### src/rtl/reg_bank_pkg.sv
// Shared types and helpers for the operand register bank.
// The address width leaves room for the 1-based entries plus the null address 0.
package reg_bank_pkg;

    typedef enum logic {
        IDLE  = 1'b0,
        CLEAR = 1'b1
    } state_t;

    function automatic int addr_width(input int depth);
        return $clog2(depth + 1);
    endfunction

endpackage

### src/rtl/reg_bank_if.sv
// Bus bundle between the datapath (master) and the register bank (slave).
interface reg_bank_if #(
    parameter int WIDTH = 9,
    parameter int DEPTH = 4
);
    import reg_bank_pkg::*;

    localparam int AW = addr_width(DEPTH);

    logic [AW-1:0]    wr_addr;
    logic [WIDTH-1:0] wr_data;
    logic [AW-1:0]    rd_addr_a;
    logic [AW-1:0]    rd_addr_b;
    logic             clr_req;
    logic             busy;
    logic [WIDTH-1:0] rd_val_a;
    logic             rd_valid_a;
    logic [WIDTH-1:0] rd_val_b;
    logic             rd_valid_b;
    logic [DEPTH-1:0] valid_mask;

    modport master (
        output wr_addr, wr_data, rd_addr_a, rd_addr_b, clr_req,
        input  busy, rd_val_a, rd_valid_a, rd_val_b, rd_valid_b, valid_mask
    );

    modport slave (
        input  wr_addr, wr_data, rd_addr_a, rd_addr_b, clr_req,
        output busy, rd_val_a, rd_valid_a, rd_val_b, rd_valid_b, valid_mask
    );

endinterface

### src/rtl/reg_bank_rd_port.sv
// One registered read port: selects an entry, applies clear/write bypass,
// and holds its output when given the null or an out-of-range address.
module reg_bank_rd_port #(
    parameter int WIDTH = 9,
    parameter int DEPTH = 4,
    parameter int AW    = 3
) (
    input  logic             clk,
    input  logic             rst,
    input  logic [AW-1:0]    rd_addr,
    input  logic [WIDTH-1:0] entry_data [DEPTH+1],
    input  logic [DEPTH:0]   entry_valid,
    input  logic             wr_en,
    input  logic [AW-1:0]    wr_addr,
    input  logic [WIDTH-1:0] wr_data,
    input  logic             clr_en,
    input  logic [AW-1:0]    clr_index,
    output logic [WIDTH-1:0] rd_val,
    output logic             rd_valid
);

    localparam logic [AW-1:0] DEPTH_A = AW'(DEPTH);

    logic             addr_legal;
    logic [AW-1:0]    sel;
    logic [WIDTH-1:0] rd_val_reg, rd_val_next;
    logic             rd_valid_reg, rd_valid_next;

    assign addr_legal = (rd_addr != '0) && (rd_addr <= DEPTH_A);
    // Index 0 is a constant-zero slot, so steering illegal addresses there keeps the mux in range.
    assign sel        = addr_legal ? rd_addr : '0;

    always_comb begin
        rd_val_next   = rd_val_reg;
        rd_valid_next = rd_valid_reg;
        if (addr_legal) begin
            if (clr_en && (clr_index == rd_addr)) begin
                rd_val_next   = '0;
                rd_valid_next = 1'b0;
            end else if (wr_en && (wr_addr == rd_addr)) begin
                rd_val_next   = wr_data;
                rd_valid_next = 1'b1;
            end else begin
                rd_val_next   = entry_data[sel];
                rd_valid_next = entry_valid[sel];
            end
        end
    end

    always_ff @(posedge clk or posedge rst) begin
        if (rst) begin
            rd_val_reg   <= '0;
            rd_valid_reg <= 1'b0;
        end else begin
            rd_val_reg   <= rd_val_next;
            rd_valid_reg <= rd_valid_next;
        end
    end

    assign rd_val   = rd_val_reg;
    assign rd_valid = rd_valid_reg;

endmodule

### src/rtl/reg_bank.sv
// Operand register bank: DEPTH entries, one write port, two bypassed read
// ports, per-entry valid bits and a one-entry-per-cycle clear sequence.
module reg_bank #(
    parameter int WIDTH = 9,
    parameter int DEPTH = 4
) (
    input  logic      clk,
    input  logic      rst,
    reg_bank_if.slave bus
);
    import reg_bank_pkg::*;

    localparam int            AW      = addr_width(DEPTH);
    localparam logic [AW-1:0] DEPTH_A = AW'(DEPTH);
    localparam logic [AW-1:0] ONE_A   = AW'(1);

    state_t           state_reg, state_next;
    logic [AW-1:0]    index_reg, index_next;
    logic             wr_en;
    logic             clr_en;
    logic [WIDTH-1:0] entry_data [DEPTH+1];
    logic [DEPTH:0]   entry_valid;

    always_comb begin
        state_next = state_reg;
        index_next = index_reg;
        wr_en      = 1'b0;
        clr_en     = 1'b0;
        case (state_reg)
            IDLE: begin
                // A clear request wins over a write presented in the same cycle.
                if (bus.clr_req) begin
                    state_next = CLEAR;
                    index_next = ONE_A;
                end else begin
                    wr_en = (bus.wr_addr != '0) && (bus.wr_addr <= DEPTH_A);
                end
            end
            CLEAR: begin
                clr_en = 1'b1;
                if (index_reg == DEPTH_A) begin
                    state_next = IDLE;
                    index_next = ONE_A;
                end else begin
                    index_next = index_reg + ONE_A;
                end
            end
            default: begin
                state_next = IDLE;
                index_next = ONE_A;
            end
        endcase
    end

    always_ff @(posedge clk or posedge rst) begin
        if (rst) begin
            state_reg <= IDLE;
            index_reg <= ONE_A;
        end else begin
            state_reg <= state_next;
            index_reg <= index_next;
        end
    end

    assign entry_data[0] = '0;
    assign entry_valid[0] = 1'b0;

    genvar gi;
    generate
        for (gi = 1; gi <= DEPTH; gi++) begin : g_entry
            logic [WIDTH-1:0] data_reg;
            logic             valid_reg;

            always_ff @(posedge clk or posedge rst) begin
                if (rst) begin
                    data_reg  <= '0;
                    valid_reg <= 1'b0;
                end else if (clr_en && (index_reg == AW'(gi))) begin
                    data_reg  <= '0;
                    valid_reg <= 1'b0;
                end else if (wr_en && (bus.wr_addr == AW'(gi))) begin
                    data_reg  <= bus.wr_data;
                    valid_reg <= 1'b1;
                end
            end

            assign entry_data[gi]  = data_reg;
            assign entry_valid[gi] = valid_reg;
        end
    endgenerate

    reg_bank_rd_port #(.WIDTH(WIDTH), .DEPTH(DEPTH), .AW(AW)) u_rd_a (
        .clk         (clk),
        .rst         (rst),
        .rd_addr     (bus.rd_addr_a),
        .entry_data  (entry_data),
        .entry_valid (entry_valid),
        .wr_en       (wr_en),
        .wr_addr     (bus.wr_addr),
        .wr_data     (bus.wr_data),
        .clr_en      (clr_en),
        .clr_index   (index_reg),
        .rd_val      (bus.rd_val_a),
        .rd_valid    (bus.rd_valid_a)
    );

    reg_bank_rd_port #(.WIDTH(WIDTH), .DEPTH(DEPTH), .AW(AW)) u_rd_b (
        .clk         (clk),
        .rst         (rst),
        .rd_addr     (bus.rd_addr_b),
        .entry_data  (entry_data),
        .entry_valid (entry_valid),
        .wr_en       (wr_en),
        .wr_addr     (bus.wr_addr),
        .wr_data     (bus.wr_data),
        .clr_en      (clr_en),
        .clr_index   (index_reg),
        .rd_val      (bus.rd_val_b),
        .rd_valid    (bus.rd_valid_b)
    );

    assign bus.busy       = (state_reg == CLEAR);
    assign bus.valid_mask = entry_valid[DEPTH:1];

endmodule

### src/flat_wrapper.sv
// flat-port wrapper written by rule: the top's interface ports become plain ports
module reg_bank_flat import reg_bank_pkg::*;
#(
    parameter int WIDTH = 9,
    parameter int DEPTH = 4
)
  (clk, rst, bus_wr_addr, bus_wr_data, bus_rd_addr_a, bus_rd_addr_b, bus_clr_req, bus_busy, bus_rd_val_a, bus_rd_valid_a, bus_rd_val_b, bus_rd_valid_b, bus_valid_mask);
  reg_bank_if #(.WIDTH(WIDTH), .DEPTH(DEPTH)) bus_i ();
  input  logic clk;
  input  logic rst;
  input wire logic [$bits(bus_i.wr_addr)-1:0] bus_wr_addr;
  input wire logic [$bits(bus_i.wr_data)-1:0] bus_wr_data;
  input wire logic [$bits(bus_i.rd_addr_a)-1:0] bus_rd_addr_a;
  input wire logic [$bits(bus_i.rd_addr_b)-1:0] bus_rd_addr_b;
  input wire logic [$bits(bus_i.clr_req)-1:0] bus_clr_req;
  output wire logic [$bits(bus_i.busy)-1:0] bus_busy;
  output wire logic [$bits(bus_i.rd_val_a)-1:0] bus_rd_val_a;
  output wire logic [$bits(bus_i.rd_valid_a)-1:0] bus_rd_valid_a;
  output wire logic [$bits(bus_i.rd_val_b)-1:0] bus_rd_val_b;
  output wire logic [$bits(bus_i.rd_valid_b)-1:0] bus_rd_valid_b;
  output wire logic [$bits(bus_i.valid_mask)-1:0] bus_valid_mask;
  assign bus_i.wr_addr = bus_wr_addr;
  assign bus_i.wr_data = bus_wr_data;
  assign bus_i.rd_addr_a = bus_rd_addr_a;
  assign bus_i.rd_addr_b = bus_rd_addr_b;
  assign bus_i.clr_req = bus_clr_req;
  assign bus_busy = bus_i.busy;
  assign bus_rd_val_a = bus_i.rd_val_a;
  assign bus_rd_valid_a = bus_i.rd_valid_a;
  assign bus_rd_val_b = bus_i.rd_val_b;
  assign bus_rd_valid_b = bus_i.rd_valid_b;
  assign bus_valid_mask = bus_i.valid_mask;
  reg_bank #(.WIDTH(WIDTH), .DEPTH(DEPTH)) u_core (.clk(clk), .rst(rst), .bus(bus_i));
endmodule
### config.mk
export PLATFORM = sky130hd
export DESIGN_NAME = reg_bank_flat
export DESIGN_NICKNAME = d
export VERILOG_FILES = /design/src/rtl/reg_bank_pkg.sv /design/src/rtl/reg_bank_if.sv /design/src/rtl/reg_bank_rd_port.sv /design/src/rtl/reg_bank.sv /design/src/flat_wrapper.sv
export SDC_FILE = /design/constraint.sdc
export NUM_CORES = 1
export LEC_CHECK = 0
export ABC_AREA = 0
export CAP_MARGIN = 0
export CORE_ASPECT_RATIO = 1.25
export CORE_UTILIZATION = 40
export CTS_CLUSTER_SIZE = 14
export DETAILED_ROUTE_END_ITERATION = 12
export GPL_TIMING_DRIVEN = 0
export HOLD_SLACK_MARGIN = 0.03
export PLACE_DENSITY = 0.68
export SLEW_MARGIN = 0
export SYNTH_ARGS = -nofsm -noshare
export SYNTH_HDL_FRONTEND = slang
export SYNTH_SLANG_ARGS = --single-unit
### constraint.sdc
create_clock -name clk -period 6.4 [get_ports clk]
set_clock_uncertainty 0.15 [all_clocks]
set_input_delay 1.28 -clock clk [delete_from_list [all_inputs] [get_ports clk]]
set_output_delay 1.28 -clock clk [all_outputs]
set_load 0.005 [all_outputs]
==> metrics <==
outcome complete, no violations; synthesis-stage register bit count 64; launching element type of the critical path input pin; post-cts hold buffer count 0; setup repair after global routing missed its margin no; Yosys warning total 0; # IOs 46; Mapped Cells 377; dominant synthesized flop cell sky130_fd_sc_hd__dfrtp_1; die outline height 107 µm; Skew-Pair Late Insertion Delay 360 ps; Post-Synth Simple-Gate Area 13.5%; number of setup buffers added after CTS 0; worst-path maximum fanout 9; slowest stage cell on the critical path sky130_fd_sc_hd__clkdlybuf4s50_1; relative max-transition margin 51.4%; signal arrival time at the worst endpoint 3390 ps; post-layout min period 3300 ps; count of unique library cells instantiated by Yosys 35; clock tree buffer depth 2; number of flip-flops under the largest register name 36; delay of the slowest critical-path stage 590 ps; busiest grt layer met2; Lkg Pwr 1.89 nW; core area 8650 µm²; Horiz. Die Dim 86.4 µm; number of antenna violations at the first check in global routing 0; fraction of final layout cells sized beyond drive strength 1 10.0%; H-tree levels 3; final-report max-slew violation count 0; met2 capacity usage during global routing 36.9%; post-DP HPWL 6960 µm; Post-Synthesis Mean Instance Area 9.44 µm²; number of nets produced by synthesis 406; share of synthesized cell area in full adder, half adder and majority cells 2.81%; post-layout util 50.8%; RePlAce Congestion 0.865; global-route wire length before repair 15,300 µm; detailed-router iteration count before antenna repair 6; most common cell after layout, fill and taps aside sky130_fd_sc_hd__nand2_1; remaining routing DRC violations 0; Synth top area share 44.3%; R2R setup slack 4450 ps; initial detailed-routing violation count 151; Worst Path Required 6480 ps; number of I/O port buffers 44; top library cells by usage in the layout, fill and taps aside sky130_fd_sc_hd__nand2_1 (76), sky130_fd_sc_hd__dfrtp_1 (63), sky130_fd_sc_hd__o21ai_1 (54); area growth from synthesis to layout 23.4%; largest family of logic cells by synthesized area compound AO/OA/AOI/OAI gates; number of global-route vias before repair 3,082; Congestion Overflow GR 0; Worst Max-Slew Pin Slew 726 ps; final net count 462; Reg-to-Reg Start u_core.index_reg[0]$_DFFE_PP1P_; global-route met1 utilization 25.7%; count of cells along the worst register-to-register path 6; total CTS buffers 9; maximum resistive drop on vdd 0.0957 mV; post-synthesis cell area 3560 µm²; fraction of met3 tracks used by global routing 3.14%; pin count of the biggest net entering global routing 44; drt via density 5.38; Antenna Nets Post-Route 0; share of synthesized area spent on multiplexers 6.33%; xor/xnor cell area share of the yosys netlist 2.95%; cells taking the most area after synthesis sky130_fd_sc_hd__dfrtp_1 (44%), sky130_fd_sc_hd__nand2_1 (8.0%), sky130_fd_sc_hd__o21ai_1 (7.6%); CTS Sinks 64; fmax 0.303 GHz; share of async-settable or async-resettable flops after synthesis 100%; number of antenna cells inserted 0; Core Rows 38; final-layout setup total negative slack 0 ps; critical path, cell by cell clkdlybuf4s50_1 > nor2_1 > ha_1 > nor3_4 > nand4_1 > o21ai_0 > o21ai_1; number of maximum-capacitance violations 0; end of the worst register-to-register path u_core.g_entry[4].data_reg[5]$_DFFE_PP0P_; sum of routed wire length over all layers 8970 µm; startpoint of the most critical setup path bus_wr_addr[1]; capturing instance or port of the critical path u_core.u_rd_a.rd_val[2]$_DFFE_PP0N_; full die area 9280 µm²; number of synthesized flops with an enable pin 0; Initial Utilization 41.1%; clock root buffer sky130_fd_sc_hd__clkbuf_8; Compound-Gate Fraction of Synth Area 23.5%; nature of the critical path endpoint flip-flop; largest area contributor in the netlist sky130_fd_sc_hd__dfrtp_1; clock-pin slew on the worst setup and hold paths 70 ps; clock tree from TritonCTS done; power density over cell area 306 nW/µm²; worst min-delay path class flip-flop to flip-flop; worst setup path class input pin to flip-flop; WL/cell 16.1 µm; final-report setup violation count 0; number of hold-slack violations in the final timing report 0; sequential share of the synthesized area 45.0%; final cycle utilization of the critical path 51.6%; total number of vias 3,001; PostCTS Resize Cnt 0; Tot GR Track Use 21.5%
[power by group]
part           internal [W]  switching, W
logic              0.000180      0.000200
clock network      0.000229      0.000159
registers          0.000491     0.0000845
total              0.000899      0.000444
[through the flow]
step | instances | hold WS [ps] | cell area [µm²] | power, W | setup slack, ps
2_1_floorplan | 377 | 329 | 3560 | 0.000810 | 3370
3_3_place_gp | 541 | 327 | 4150 | 0.000943 | 2310
3_5_place_dp | 542 | 328 | 4170 | 0.000961 | 2720
4_1_cts | 558 | 346 | 4390 | 0.00135 | 3090
5_1_grt | 558 | 375 | 4390 | 0.00143 | 2930
6_report | 558 | 339 | 4390 | 0.00134 | 3100
[cell type report]
cell class / count / area, µm²
clock inverter: 5 / 80.1
sequential: 64 / 1600
multi-input combinational: 273 / 1750
fill: 832 / 4260
buffer: 26 / 159
inverter: 14 / 52.6
timing repair buffer: 45 / 460
tap: 120 / 150
clock buffer: 11 / 141
[metal layers]
| layer | vias to the layer above | wire length [µm] | share of wire, % |
|---|---|---|---|
| li1 | 1469 | - | - |
| met1 | 1415 | 3730 | 42 |
| met2 | 98 | 4560 | 51 |
| met3 | 19 | 502 | 5.6 |
| met4 | 0 | 178 | 2.0 |
| met5 | - | 0 | 0 |
[synth_stat cells (all sizes together), types with 2 or more instances]
cell type,count
nand2,76
o21ai,72
dfrtp,63
a22o,22
mux2,20
a221oi,18
buf,18
inv,14
nand3,12
xnor2,12
clkbuf,8
ha,8
nor2,6
o21a,6
nor2b,3
a221o,2
a41oi,2
and4,2
nand4,2
nor3,2
o31ai,2
[worst max-delay path, delay by kind of cell]
kind                     cells  cell delay (ps)
AND/OR/NAND/NOR              3              790
buffers and inverters        1              590
AO/OA/AOI/OAI                2              420
adder cells (fa/ha/maj)      1              310
[how the worst min path moves through the flow]
stage,from,to,slack [ps],cells past startpoint
after CTS,u_core.u_rd_b.rd_val[2]$_DFFE_PP0N_,u_core.u_rd_b.rd_val[2]$_DFFE_PP0N_,350,2
after detailed placement,u_core.u_rd_b.rd_val[2]$_DFFE_PP0N_,u_core.u_rd_b.rd_val[2]$_DFFE_PP0N_,330,2
after global placement,u_core.u_rd_b.rd_val[7]$_DFFE_PP0N_,u_core.u_rd_b.rd_val[7]$_DFFE_PP0N_,330,2
after floorplan,u_core.u_rd_a.rd_val[0]$_DFFE_PP0N_,u_core.u_rd_a.rd_val[0]$_DFFE_PP0N_,330,2
final,u_core.u_rd_a.rd_val[0]$_DFFE_PP0N_,u_core.u_rd_a.rd_val[0]$_DFFE_PP0N_,340,2
after global routing,u_core.u_rd_b.rd_val[2]$_DFFE_PP0N_,u_core.u_rd_b.rd_val[2]$_DFFE_PP0N_,380,2
[logic make-up after synthesis]
group / count (synthesis)
DFF: 64
buffers and inverters: 40
and+or+nand+nor: 107
muxes: 20
xor gates and xnor gates: 12
adders and majority gates: 8
AOI/OAI and AO/OA: 126
(Power assumes the default switching activity.)
